File: config.mk
export PLATFORM = sky130hd
export DESIGN_NAME = linebuf_ctrl
export DESIGN_NICKNAME = d
export VERILOG_FILES = /design/src/rtl/linebuf_pkg.sv /design/src/rtl/edge_det.sv /design/src/rtl/linebuf_ctrl.sv
export SDC_FILE = /design/constraint.sdc
export NUM_CORES = 1
export LEC_CHECK = 0
export CELL_PAD_IN_SITES_DETAIL_PLACEMENT = 1
export CELL_PAD_IN_SITES_GLOBAL_PLACEMENT = 1
export CORE_ASPECT_RATIO = 1.25
export CORE_MARGIN = 1
export CORE_UTILIZATION = 38
export DETAILED_ROUTE_END_ITERATION = 16
export GPL_ROUTABILITY_DRIVEN = 0
export PLACE_DENSITY = 0.9
export SYNTH_ARGS = -nofsm -noshare
export SYNTH_HDL_FRONTEND = slang
export SYNTH_SLANG_ARGS = --single-unit
File: constraint.sdc
create_clock -name clk -period 4.19 [get_ports clk]
set_clock_uncertainty 0.2 [all_clocks]
set_input_delay 0.838 -clock clk [delete_from_list [all_inputs] [get_ports clk]]
set_output_delay 0.838 -clock clk [all_outputs]
set_load 0.02 [all_outputs]
File: src/rtl/linebuf_pkg.sv
// linebuf_pkg: shared FSM state encoding and default geometry for the line-buffer controller.
package linebuf_pkg;
  typedef enum logic [1:0] {
    IDLE = 2'd0,
    FILL = 2'd1,
    RUN  = 2'd2,
    HOLD = 2'd3
  } state_t;
  localparam int DEF_IMG_W = 800;
  localparam int DEF_IMG_H = 480;
  localparam int DEF_WIN   = 3;
  localparam int DEF_DW    = 8;
endpackage

File: src/rtl/edge_det.sv
// edge_det: rise/fall of a 1-bit signal, detected against its registered copy.
module edge_det (
  input  logic clk,
  input  logic rst,
  input  logic i_sig,
  output logic o_rise,
  output logic o_fall
);
  logic r_q;
  always_ff @(posedge clk or posedge rst)
    if (rst) r_q <= 1'b0;
    else     r_q <= i_sig;
  assign o_rise = i_sig & ~r_q;
  assign o_fall = ~i_sig & r_q;
endmodule

File: src/rtl/linebuf_ctrl.sv
// linebuf_ctrl: line-buffer write/read sequencing, pixel coordinates and window-valid flag.
// Define LINEBUF_CTRL_ERR_EN to flag wrong-length lines and park the FSM in HOLD.
module linebuf_ctrl
  import linebuf_pkg::*;
#(
  parameter int IMG_W = DEF_IMG_W,
  parameter int IMG_H = DEF_IMG_H,
  parameter int WIN   = DEF_WIN,
  parameter int DW    = DEF_DW
) (
  input  logic                          clk,
  input  logic                          rst,
  input  logic                          vs_i,
  input  logic                          de_i,
  input  logic [DW-1:0]                 pix_i,
  output logic                          buf_wr_en,
  output logic                          buf_rd_en,
  output logic [DW-1:0]                 pix_o,
  output logic [$clog2(IMG_W+1)-1:0]    col_o,
  output logic [$clog2(IMG_H+1)-1:0]    row_o,
  output logic                          win_valid,
  output logic                          frame_done,
  output logic                          err_o,
  output logic [1:0]                    state_o
);
  localparam int R  = (WIN - 1) / 2;
  localparam int CW = $clog2(IMG_W + 1);
  localparam int RW = $clog2(IMG_H + 1);
  localparam logic [CW-1:0] C_MAX  = CW'(IMG_W);
  localparam logic [CW-1:0] C_LAST = CW'(IMG_W - 1);
  localparam logic [CW-1:0] C_2R   = CW'(2 * R);
  localparam logic [RW-1:0] R_H    = RW'(IMG_H);
  localparam logic [RW-1:0] R_2R   = RW'(2 * R);

  state_t          r_state, w_state_nx;
  logic [CW-1:0]   r_col, w_col_nx;
  logic [RW-1:0]   r_row, w_row_nx;
  logic [DW-1:0]   r_pix;
  logic            r_wr, r_win, r_done, r_err;
  logic            w_vs_rise, w_unused_vs_fall, w_de_rise, w_de_fall;
  logic            w_active, w_len_err, w_wr_nx, w_win_nx, w_done_nx;

  edge_det u_vs (.clk(clk), .rst(rst), .i_sig(vs_i), .o_rise(w_vs_rise), .o_fall(w_unused_vs_fall));
  edge_det u_de (.clk(clk), .rst(rst), .i_sig(de_i), .o_rise(w_de_rise), .o_fall(w_de_fall));

  assign w_active = (r_state == FILL) || (r_state == RUN);

  // A vs rise overrides everything, including a coincident end-of-line row increment.
  always_comb begin
    w_col_nx = w_vs_rise ? '0 :
               !w_active ? r_col :
               (w_de_fall || w_de_rise) ? '0 :
               !de_i ? r_col :
               (r_col == C_MAX) ? r_col : r_col + 1'b1;
    w_row_nx = w_vs_rise ? '0 : (w_active && w_de_fall) ? r_row + 1'b1 : r_row;
  end

`ifdef LINEBUF_CTRL_ERR_EN
  // col holds the last pixel's index at the fall, so a correct line ends on IMG_W-1.
  assign w_len_err = w_active && w_de_fall && (r_col != C_LAST);
  always_ff @(posedge clk or posedge rst)
    if (rst) r_err <= 1'b0;
    else     r_err <= !w_vs_rise && (r_err || w_len_err);
`else
  assign w_len_err = 1'b0;
  assign r_err     = 1'b0;
`endif

  always_ff @(posedge clk or posedge rst)
    if (rst) r_state <= IDLE;
    else     r_state <= w_state_nx;

  always_comb begin
    w_state_nx = w_vs_rise ? FILL :
                 w_len_err ? HOLD :
                 (r_state == FILL && w_de_fall && w_row_nx == R_2R) ? RUN :
                 (r_state == RUN  && w_de_fall && w_row_nx == R_H)  ? IDLE : r_state;
  end

  always_comb begin
    w_wr_nx   = de_i && (w_state_nx == FILL || w_state_nx == RUN);
    w_win_nx  = (w_state_nx == RUN) && de_i && (w_col_nx >= C_2R) && (w_row_nx >= R_2R);
    w_done_nx = (r_state == RUN) && (w_state_nx == IDLE);
  end

  always_ff @(posedge clk or posedge rst)
    if (rst) begin
      r_col  <= '0;
      r_row  <= '0;
      r_pix  <= '0;
      r_wr   <= 1'b0;
      r_win  <= 1'b0;
      r_done <= 1'b0;
    end else begin
      r_col  <= w_col_nx;
      r_row  <= w_row_nx;
      r_pix  <= pix_i;
      r_wr   <= w_wr_nx;
      r_win  <= w_win_nx;
      r_done <= w_done_nx;
    end

  assign buf_wr_en  = r_wr;
  assign buf_rd_en  = r_wr;
  assign pix_o      = r_pix;
  assign col_o      = r_col;
  assign row_o      = r_row;
  assign win_valid  = r_win;
  assign frame_done = r_done;
  assign err_o      = r_err;
  assign state_o    = r_state;
endmodule

### Yosys cells after proc, flatten, opt, wreduce, memory -nomap -nowiden

Cells that the tools add are included.

* add/subtract/negate cells: 2
* magnitude comparators: 2
* eq/ne operators: 7
* multiplexer cells: 10
* bitwise operators: 6
* reduce and logical (&&, ||, !) cells: 14

Operator list (count)
* $mux 10: 5
* $mux 9: 2
* $add 10x1->10 const B: 1
* $eq 10x10->1 const B: 1
* $ge 10x2->1 const B: 1
* $logic_and 1x1->1: 10
* $add 9x1->9 const B: 1
* $eq 9x2->1 const B: 1
* $eq 9x9->1 const B: 1
* $ge 9x2->1 const B: 1
* $mux 2: 3
* $eq 2x1->1 const B: 2
* $eq 2x2->1 const B: 2
* $and 1x1->1: 3
* $logic_or 1x1->1: 3
* $not 1->1: 3
* $logic_not 2->1: 1

* register bits after elaboration: 34
* input bits: 12
* output and inout port bits: 34
* word-level logic and storage cells: 50

### Longest topological paths before layout

Gate-level depths: netlist of run 1.

* word-level depth: 14
* depth in mapped cells: 13
* mapped depth without buffers: 11

### Hierarchy

A second synthesis of run 1 with hierarchy kept.

* cells, all modules: 201
* area total of the unflattened synthesis: 1921.8 µm²

Modules (own cells, without submodules)
* linebuf_ctrl: times used 1, cells an instance 193, area each 1834.3 µm², sequential area each 800.8 µm²
* edge_det: times used 2, cells an instance 4, area each 43.8 µm², sequential area each 25.0 µm²

### Worst setup path before layout of run 1

No wires, ideal clock.

* path type: input-to-reg
* from: input port de_i
* to: register r_wr, in the netlist buf_rd_en
* library setup time: 0.119 ns
* arrival: 2.993 ns
* required time: 3.871 ns
* setup slack: 0.878 ns
* cell stages on the path: 11
* buffers on the path: 1
* cells stage by stage: inv_1 > ha_1 > and4b_1 > clkbuf_2 > nor4b_1 > o21ai_0 > a2111o_1 > o31a_1 > o21ai_0 > ha_1 > and2_1

* cells in the longest elaborated chain, start to end: 13
* elaborated cells between the ends (all ways): 18
* classes of those cells: 4 x eq/ne; 5 x mux; 2 x bitwise; 7 x reduce/logical

Ends and longest elaborated chain
* start: declaration: line linebuf_ctrl.sv:14 `input logic de_i,`
* $not 1->1: line edge_det.sv:14 `assign o_fall = ~i_sig & r_q;`
* $and 1x1->1: line edge_det.sv:14
* $logic_and 1x1->1: line linebuf_ctrl.sv:55 `w_row_nx = w_vs_rise ? '0 : (w_active && w_de_fall) ? r_row + 1'b1 : r_row;`
* $mux 9 (2 in series): line linebuf_ctrl.sv:55
* $eq 9x9->1: line linebuf_ctrl.sv:77 `(r_state == RUN && w_de_fall && w_row_nx == R_H) ? IDLE : r_state;`
* $logic_and 1x1->1: line linebuf_ctrl.sv:77
* $mux 2: line linebuf_ctrl.sv:77
* $mux 2: line linebuf_ctrl.sv:76 `(r_state == FILL && w_de_fall && w_row_nx == R_2R) ? RUN :`
* $mux 2: line linebuf_ctrl.sv:74 `w_state_nx = w_vs_rise ? FILL :`
* $eq 2x1->1 or $eq 2x2->1 (tied branches): line linebuf_ctrl.sv:81 `w_wr_nx = de_i && (w_state_nx == FILL || w_state_nx == RUN);`
* $logic_or 1x1->1: line linebuf_ctrl.sv:81
* $logic_and 1x1->1 (*): line linebuf_ctrl.sv:81
* via w_wr_nx: line linebuf_ctrl.sv:41 `logic w_active, w_len_err, w_wr_nx, w_win_nx, w_done_nx;`
* end signal: assignment: line linebuf_ctrl.sv:98 `r_wr <= w_wr_nx;`
* end: declaration: line linebuf_ctrl.sv:39 `logic r_wr, r_win, r_done, r_err;`

The timed path passes the listed nets; every way through them passes the cells marked *.

### Worst setup path after layout of run 1

Same ends and word-level chain as after synthesis.

==> results.json, run 1 <==
{
  "seq_power_share_pct": 43.7,
  "start_util_pct": 39.50,
  "numCtsBuffers": 5,
  "rows": 28,
  "tightest_slew_ns": 0.9560,
  "ir_drop_v": 0.0002286,
  "hold_viol": 0,
  "die_w_um": 64.94,
  "critPathLaunchType": "input port",
  "grt_antenna_before_repair": 0,
  "p_total_mw": 0.8322,
  "syn_nets": 201,
  "fmax_ghz": 0.2729,
  "met2_length_um": 2417,
  "syn_area_sq_um": 1882,
  "combinationalPowerShare_pct": 19.2,
  "ys.flop_type": "dfrtp_1",
  "cts_sinks": 34,
  "dr.max_layer_used": "met4",
  "critPathTopFamily": "compound AO/OA/AOI/OAI gates",
  "drv_cap": 0,
  "cts_tree": "yes",
  "async_flop_share_pct": 100.0,
  "finalCritPeriodShare_pct": 87.46,
  "final_common_cell": "clkdlybuf4s50_1",
  "grt_pass1_wl_um": 7534,
  "cts.path.max_buffers": 2,
  "min_path_type": "flip-flop to flip-flop",
  "die_area_sq_um": 5239,
  "cts-root-buf": "clkbuf_8",
  "via_count": 1518,
  "worstSetupPathType": "input port to flip-flop",
  "final_layout_size_suffix_gt1_share_pct": 10.92,
  "crit_required_ns": 4.18,
  "timing.final.ws_setup_ns": 0.5255,
  "drtAntennaViolNets": 0,
  "antenna_cells": 0,
  "seq_area_frac_synth_pct": 45.21,
  "cpPeakStageDelay_ns": 0.49,
  "track_usage_pct": 19.31,
  "fin_nets": 248,
  "power_density_nw_per_um2": 335.9,
  "power_frac_clock_pct": 37.1,
  "final_max_slew_viol_count": 0,
  "io_pins": 46,
  "ys_ff_latch": 34,
  "grt_overflow": 0,
  "ctsHoldBuffers": 0,
  "status": "complete, no violations",
  "cp.arrival_ns": 3.65,
  "p_leak_nw": 1.045,
  "slowest_stage": "clkdlybuf4s50_1",
  "via_per_inst": 5.253,
  "synth_cell_types": 51,
  "fp.coreArea_sq_um": 4765,
  "htreeDepth": 2,
  "die_y_um": 80.68,
  "grt_pass1_vias": 1542,
  "clk_pin_slew_ns": 0.07,
  "route.detailed.drc": 0,
  "dp_slack_ns": 0.1912,
  "cts_resized": 0,
  "drt-wirelength-per-cell_um": 15.68,
  "path_max_fanout": 7,
  "max_slew_margin_pct": 36.20,
  "synth-edff-count": 0,
  "path_cells": "clkdlybuf4s50_1 > inv_1 > ha_1 > and4b_1 > nor4b_1 > o21ai_0 > a2111o_1 > o31a_1 > o21ai_0 > ha_1 > and2_1",
  "drt-initial-drc-count": 69,
  "dr_wl_met3_um": 149,
  "syn_avg_cell_area_sq_um": 10.40,
  "netlist_instances": 181,
  "portBuffers": 44,
  "setup_viol": 0,
  "endpoint_kind": "flip-flop",
  "drtPass1Iterations": 4,
  "p_int_mw": 0.5946,
  "wl_met1_um": 1910,
  "critPathBufInv": 2,
  "setup-tns-final_ns": 0,
  "insertion_delay_ns": 0.29,
  "min_period_ns": 3.665,
  "rsz0062_at_grt": "no",
  "wirelength_um": 4532,
  "yosysWarningCount": 0,
  "final_cell_mix": "clkdlybuf4s50_1 (44), dfrtp_1 (34), nor2_1 (18)",
  "switching_share_pct": 28.55,
  "grt_max_degree": 26,
  "area_growth_pct": 31.65,
  "postCtsSetupBuffers": 0,
  "place_hpwl_um": 3444,
  "p_sw_mw": 0.2376
}
## registers in the layout (all words and copies together), names as in the netlist, 2 cells and up
| name | count |
|---|---|
| col_o | 10 |
| pix_o | 8 |
| row_o | 9 |
| state_o | 2 |
## final timing paths
kind / slack, ns / startpoint / endpoint / depth (start not counted)
min in group asynchronous: 0.88 / rst / pix_o[1] / 2
worst max register to register: 0.88 / state_o[0] / buf_rd_en / 10
worst min-delay path: 0.42 / row_o[4] / row_o[4] / 2
worst min register to register: 0.42 / row_o[4] / row_o[4] / 2
max in group asynchronous: 2.21 / rst / win_valid / 3
worst max-delay path: 0.53 / de_i / buf_rd_en / 11
## cell families after synthesis
logic type,share of synthesized area (%)
compound gates,11.10
other cells,0.1993
fa+ha+maj,5.319
buf+inv,5.385
flops,45.21
xor+xnor,8.843
mux,1.596
simple gates,22.34
## area by class of cell
class	count	area (sq um)
Clock buffer	5	68.82
Clock inverter	3	45.04
Fill cell	554	2287
Inverter	10	37.54
Multi-Input combinational cell	129	929.6
Sequential cell	34	850.8
Tap cell	60	75.07
Timing Repair Buffer	48	470.5
## layer usage
layer / vias to the layer above / global-route usage (%)
met1: 760 / 22.19
met4: 0 / 6.000
met5: - / 0
met2: 35 / 35.00
met3: 6 / 4.261
li1: 717 / -
## worst min-delay path: cells and delay by family (launching register included)
kind          cells  cell delay (ns)
xor+xnor          1             0.09
flops             1             0.42
simple gates      1             0.08
## through the flow
step	util (%)	area, sq um	hold WS [ns]	instances
after floorplan	-	1882	0.4322	181
final	52.00	2477	0.4198	289
after global placement	49.61	2364	0.3819	281
after CTS	52.00	2477	0.4188	289
after detailed placement	49.61	2364	0.3980	281
after global routing	52.00	2477	0.4831	289
## power groups by stage
stage          combinational [mW]  clock, mW  sequential, mW
5_1_grt                     0.174      0.335           0.366
3_3_place_gp                0.156          0           0.369
6_report                    0.160      0.309           0.364
2_1_floorplan              0.0794          0           0.385
4_1_cts                     0.162      0.317           0.364
3_5_place_dp                0.160          0           0.370
## cell usage after synthesis, types with 2 or more instances
master	count	area share, %
and3_1	3	1.0
xor2_1	8	3.7
ha_1	8	5.3
and2_1	5	1.7
nand4b_1	2	0.93
inv_1	10	2.0
xnor2_1	11	5.1
nor3_1	3	0.80
nand3_1	6	1.6
buf_4	3	1.2
o21a_1	2	0.80
clkbuf_8	2	1.5
mux2i_1	3	1.6
a21oi_1	2	0.53
or2_2	2	0.66
nand2_1	13	2.6
and2b_2	3	1.4
and3b_1	2	0.93
and4_1	2	0.93
o21ai_0	7	1.9
nand4_1	3	1.0
nor2_1	18	3.6
and4b_1	2	1.1
dfrtp_1	34	45
Power figures use the tool's default switching activity.
==> run 2: changes to the inputs <==
REMOVE_ABC_BUFFERS = 1   (was default)
==> run 2 against run 1 <==
- sequential share of layout area rose by 0.44 points
- largest cell class unchanged
- clock-buffer cell count unchanged
- sequential cell count is the same
- utilization decreased by 0.66 points
- via count fell by 0.53%
- total power decreased by 7.6%
- design area down 1.3%
- sequential power is essentially flat
==> results.json, run 2 (synthesized netlist as in run 1, its figures left out) <==
{
  "multi_input_area_sq_um": 929.6,
  "rows": 28,
  "dp.cells": 280,
  "drtPass1Iterations": 4,
  "critPathLaunchType": "input port",
  "max_slew_margin_pct": 63.10,
  "cts_tree": "yes",
  "final_cells": 288,
  "drt-initial-drc-count": 40,
  "htreeDepth": 2,
  "cts.path.max_buffers": 2,
  "fp.coreArea_sq_um": 4765,
  "die_w_um": 64.94,
  "final_common_cell": "clkdlybuf4s50_1",
  "final_max_slew_viol_count": 0,
  "area_growth_pct": 29.99,
  "r2r_slack_ns": 0.76,
  "r2r-start": "state_o[0]",
  "ctsHoldBuffers": 0,
  "finalCritPeriodShare_pct": 89.33,
  "portBuffers": 44,
  "status": "complete, no violations",
  "grt_pass1_wl_um": 7569,
  "min_from": "row_o[4]",
  "worstSetupPathType": "input port to flip-flop",
  "wirelength_um": 4342,
  "route.detailed.drc": 0,
  "largest_reg_flops": 10,
  "antenna_cells": 0,
  "final_layout_size_suffix_gt1_share_pct": 10.53,
  "fillers": 551,
  "drt-wirelength-per-cell_um": 15.08,
  "clk_pin_slew_ns": 0.08,
  "place_hpwl_um": 3293,
  "crit_required_ns": 4.18,
  "via_per_inst": 5.243,
  "die_y_um": 80.68,
  "final_cell_mix": "clkdlybuf4s50_1 (44), dfrtp_1 (34), nor2_1 (18)",
  "cts_resized": 0,
  "whs_ns": 0.4142,
  "drv_cap": 0,
  "drtAntennaViolNets": 0,
  "fmax_ghz": 0.2672,
  "min_period_ns": 3.743,
  "p_total_mw": 0.7692,
  "reg2reg_depth": 10,
  "min_path_type": "flip-flop to flip-flop",
  "cts_sinks": 34,
  "hold_depth": 2,
  "rsz0062_at_grt": "no",
  "final_util_pct": 51.34,
  "start_util_pct": 39.50,
  "cts-root-buf": "clkbuf_8",
  "cp.arrival_ns": 3.73,
  "track_usage_pct": 19.06,
  "die_area_sq_um": 5239,
  "path_max_fanout": 7,
  "tightest_slew_ns": 0.5535,
  "setup-tns-final_ns": 0,
  "whs_endpoint": "row_o[4]",
  "fin_nets": 247,
  "insertion_delay_ns": 0.29,
  "postCtsSetupBuffers": 0,
  "reg2reg_to": "buf_rd_en",
  "endpoint_kind": "flip-flop",
  "power_density_nw_per_um2": 314.4,
  "via_count": 1510,
  "hold_viol": 0,
  "ir_drop_v": 0.0002067,
  "p_leak_nw": 1.033,
  "grt_pass1_vias": 1617,
  "setup_viol": 0,
  "io_pins": 46,
  "grt_overflow": 0,
  "numCtsBuffers": 5,
  "ff_latch_area_sq_um": 850.8,
  "grt_antenna_before_repair": 0,
  "grt_max_degree": 35
}
run 2: cell types whose count changed in the layout (fill, tap and decap cells not counted), sizes merged:
cell	change
bufinv	-1
clkinv	+2
buf	-1
clkinvlp	-1
run 2: layout make-up:
class	instances	share of cell area, %
clock buffers	5	2.813
inverters	10	1.535
flip-flops and latches	34	34.78
clock inverters	3	0.8696
multi-input cells	129	38.01
well taps	60	3.069
repair buffers	47	18.93
run 2: critical path, stage by stage:
cell and delay (ns):
clkdlybuf4s50_1 0.45, inv_1 0.08, ha_1 0.22, and3b_1 0.35
nor4b_1 0.25, o21ai_0 0.11, a2111o_1 0.44, o31a_1 0.27
o21ai_0 0.28, ha_1 0.28, and2_1 0.15
run 2: worst max path at each step:
| stage | start | endpoint | slack (ns) |
|---|---|---|---|
| 4_1_cts | de_i | buf_rd_en | 0.45 |
| 3_3_place_gp | de_i | buf_rd_en | 0.29 |
| 3_5_place_dp | de_i | buf_rd_en | 0.14 |
| 5_1_grt | de_i | buf_rd_en | 0.22 |
| 6_report | de_i | buf_rd_en | 0.45 |
| 2_1_floorplan | de_i | buf_rd_en | 0.83 |
run 2: routing by layer:
metal / part of all wire, % / global-route usage (%) / wire length, um / vias up
met3: 4.2 / 4.545 / 183 / 10
met1: 40 / 21.26 / 1734 / 743
met4: 2.1 / 9.556 / 91 / 0
li1: - / - / - / 715
met2: 54 / 33.33 / 2333 / 42
met5: 0 / 0 / 0 / -
run 2: stage by stage:
step | cell area, sq um | setup WS, ns
2_1_floorplan | 1818 | 0.8254
3_3_place_gp | 2356 | 0.2905
3_5_place_dp | 2356 | 0.1384
4_1_cts | 2446 | 0.4485
5_1_grt | 2446 | 0.2175
6_report | 2446 | 0.4471
run 2: report_power, final:
| group | switching [mW] | internal (mW) | leakage, nW |
|---|---|---|---|
| Sequential | 0.0174 | 0.345 | 0.442 |
| Clock | 0.131 | 0.117 | 0.0441 |
| Combinational | 0.0876 | 0.0724 | 0.547 |
==> run 3: changes to the inputs <==
CORE_MARGIN = 4   (was 1)
CORE_UTILIZATION = 39   (was 38)
CTS_BUF_LIST = sky130_fd_sc_hd__clkbuf_8   (was default)
GPL_ROUTABILITY_DRIVEN = default   (was 0)
PLACE_DENSITY = 0.92   (was 0.9)
==> run 3 against run 2 <==
- hold slack better by 0.022 ns
- design area increased by 2.3%
- utilization up 1.9 points
- register-to-register slack better by 0.10 ns
==> results.json, run 3 (synthesized netlist as in run 1, its figures left out) <==
{
  "status": "complete, no violations",
  "setup_viol": 0,
  "cts.path.max_buffers": 2,
  "worstSetupPathType": "input port to flip-flop",
  "grt_antenna_before_repair": 0,
  "endpoint_kind": "flip-flop",
  "seq_power_share_pct": 40.7,
  "setup-tns-final_ns": 0,
  "route.detailed.drc": 0,
  "hold_viol": 0,
  "numCtsBuffers": 5,
  "drt-wirelength-per-cell_um": 16.24,
  "start_util_pct": 40.09,
  "via_count": 1504,
  "crit_required_ns": 4.17,
  "die_area_sq_um": 6007,
  "fmax_ghz": 0.2727,
  "min_path_type": "flip-flop to flip-flop",
  "path_max_fanout": 7,
  "largest_reg_flops": 10,
  "ir_drop_v": 0.0002019,
  "min_period_ns": 3.667,
  "htreeDepth": 2,
  "drv_cap": 0,
  "cp.arrival_ns": 3.65,
  "track_usage_pct": 17.44,
  "finalCritPeriodShare_pct": 87.52,
  "final_cell_mix": "clkdlybuf4s50_1 (44), dfrtp_1 (34), nor2_1 (18)",
  "area_growth_pct": 32.91,
  "drt-initial-drc-count": 55,
  "cts_tree": "yes",
  "cts-root-buf": "clkbuf_8",
  "die_y_um": 85.66,
  "antenna_cells": 0,
  "combinationalPowerShare_pct": 17.9,
  "final_layout_size_suffix_gt1_share_pct": 10.92,
  "grt_pass1_wl_um": 8307,
  "p_sw_mw": 0.2339,
  "rows": 28,
  "fin_nets": 248,
  "grt_max_degree": 20,
  "wirelength_um": 4692,
  "die_w_um": 70.13,
  "grt_pass1_vias": 1714,
  "p_leak_nw": 1.063,
  "cts_sinks": 34,
  "switching_share_pct": 26.28,
  "place_hpwl_um": 3523,
  "final_util_pct": 53.28,
  "via_per_inst": 5.204,
  "power_frac_clock_pct": 41.4,
  "place_congestion": 0.8268,
  "drtAntennaViolNets": 0,
  "rsz0062_at_grt": "no",
  "drtPass1Iterations": 4,
  "ctsHoldBuffers": 0,
  "clk_pin_slew_ns": 0.07,
  "max_slew_margin_pct": 53.36,
  "insertion_delay_ns": 0.30,
  "postCtsSetupBuffers": 0,
  "power_density_nw_per_um2": 355.8,
  "p_int_mw": 0.6561,
  "grt_overflow": 0,
  "fp.coreArea_sq_um": 4695,
  "portBuffers": 44,
  "final_common_cell": "clkdlybuf4s50_1",
  "cts_resized": 0,
  "critPathLaunchType": "input port",
  "tightest_slew_ns": 0.6988,
  "io_pins": 46,
  "final_max_slew_viol_count": 0
}
==> run 3: cell count changes in the layout (fill, tap and decap cells not counted) <==
cell,delta
buf_4,+1
bufinv_16,+2
clkinv_2,-1
clkinvlp_4,-1
==> run 3: path summary, 6_finish.rpt <==
check                                start         to  slack, ns  cells past startpoint
worst min register to register    row_o[4]   row_o[4]       0.44                      2
max in group asynchronous              rst   col_o[7]       2.36                      3
worst max-delay path                  de_i  buf_rd_en       0.52                     11
worst max register to register  state_o[0]  buf_rd_en       0.86                     10
min in group asynchronous              rst   u_de.r_q       0.75                      2
worst min-delay path              row_o[4]   row_o[4]       0.44                      2
==> run 3: layer usage <==
layer  track usage [%]  share of wire, %  routed length, um
met1             19.07                41               1925
met2             31.64                52               2454
met3             4.572               4.3                203
met4             7.491               2.3                108
met5                 0                 0                  0
==> run 3: metrics by stage <==
| step | std cells | hold slack (ns) | cell area (sq um) | total power [mW] | setup slack, ns |
|---|---|---|---|---|---|
| 2_1_floorplan | 173 | 0.4322 | 1818 | 0.4560 | 0.8254 |
| 3_3_place_gp | 281 | 0.3835 | 2364 | 0.5252 | 0.2856 |
| 3_5_place_dp | 281 | 0.4274 | 2364 | 0.5303 | 0.2212 |
| 4_1_cts | 289 | 0.4447 | 2501 | 0.9025 | 0.5297 |
| 5_1_grt | 289 | 0.4918 | 2501 | 0.9367 | 0.3321 |
| 6_report | 289 | 0.4363 | 2501 | 0.8900 | 0.5229 |
==> run 3: cell type report <==
type | instances | area, sq um
fill | 547 | 2193
clock buffer | 5 | 68.82
timing repair buffer | 48 | 470.5
tap | 60 | 75.07
multi-input combinational | 129 | 929.6
inverter | 10 | 37.54
sequential | 34 | 850.8
clock inverter | 3 | 68.82
==> run 3: worst max-delay path: stages <==
cell and delay, ns:
clkdlybuf4s50_1 0.50, inv_1 0.05, ha_1 0.24, and4b_1 0.28, nor4b_1 0.24, o21ai_0 0.11, a2111o_1 0.44, o31a_1 0.27
o21ai_0 0.25, ha_1 0.27, and2_1 0.15
==> run 3: power by group through the flow <==
stage	clock network, mW	logic (mW)	registers [mW]
after CTS	0.377	0.163	0.363
after global routing	0.396	0.175	0.366
final	0.368	0.159	0.363
after floorplan	0	0.0693	0.387
after global placement	0	0.156	0.369
after detailed placement	0	0.161	0.370
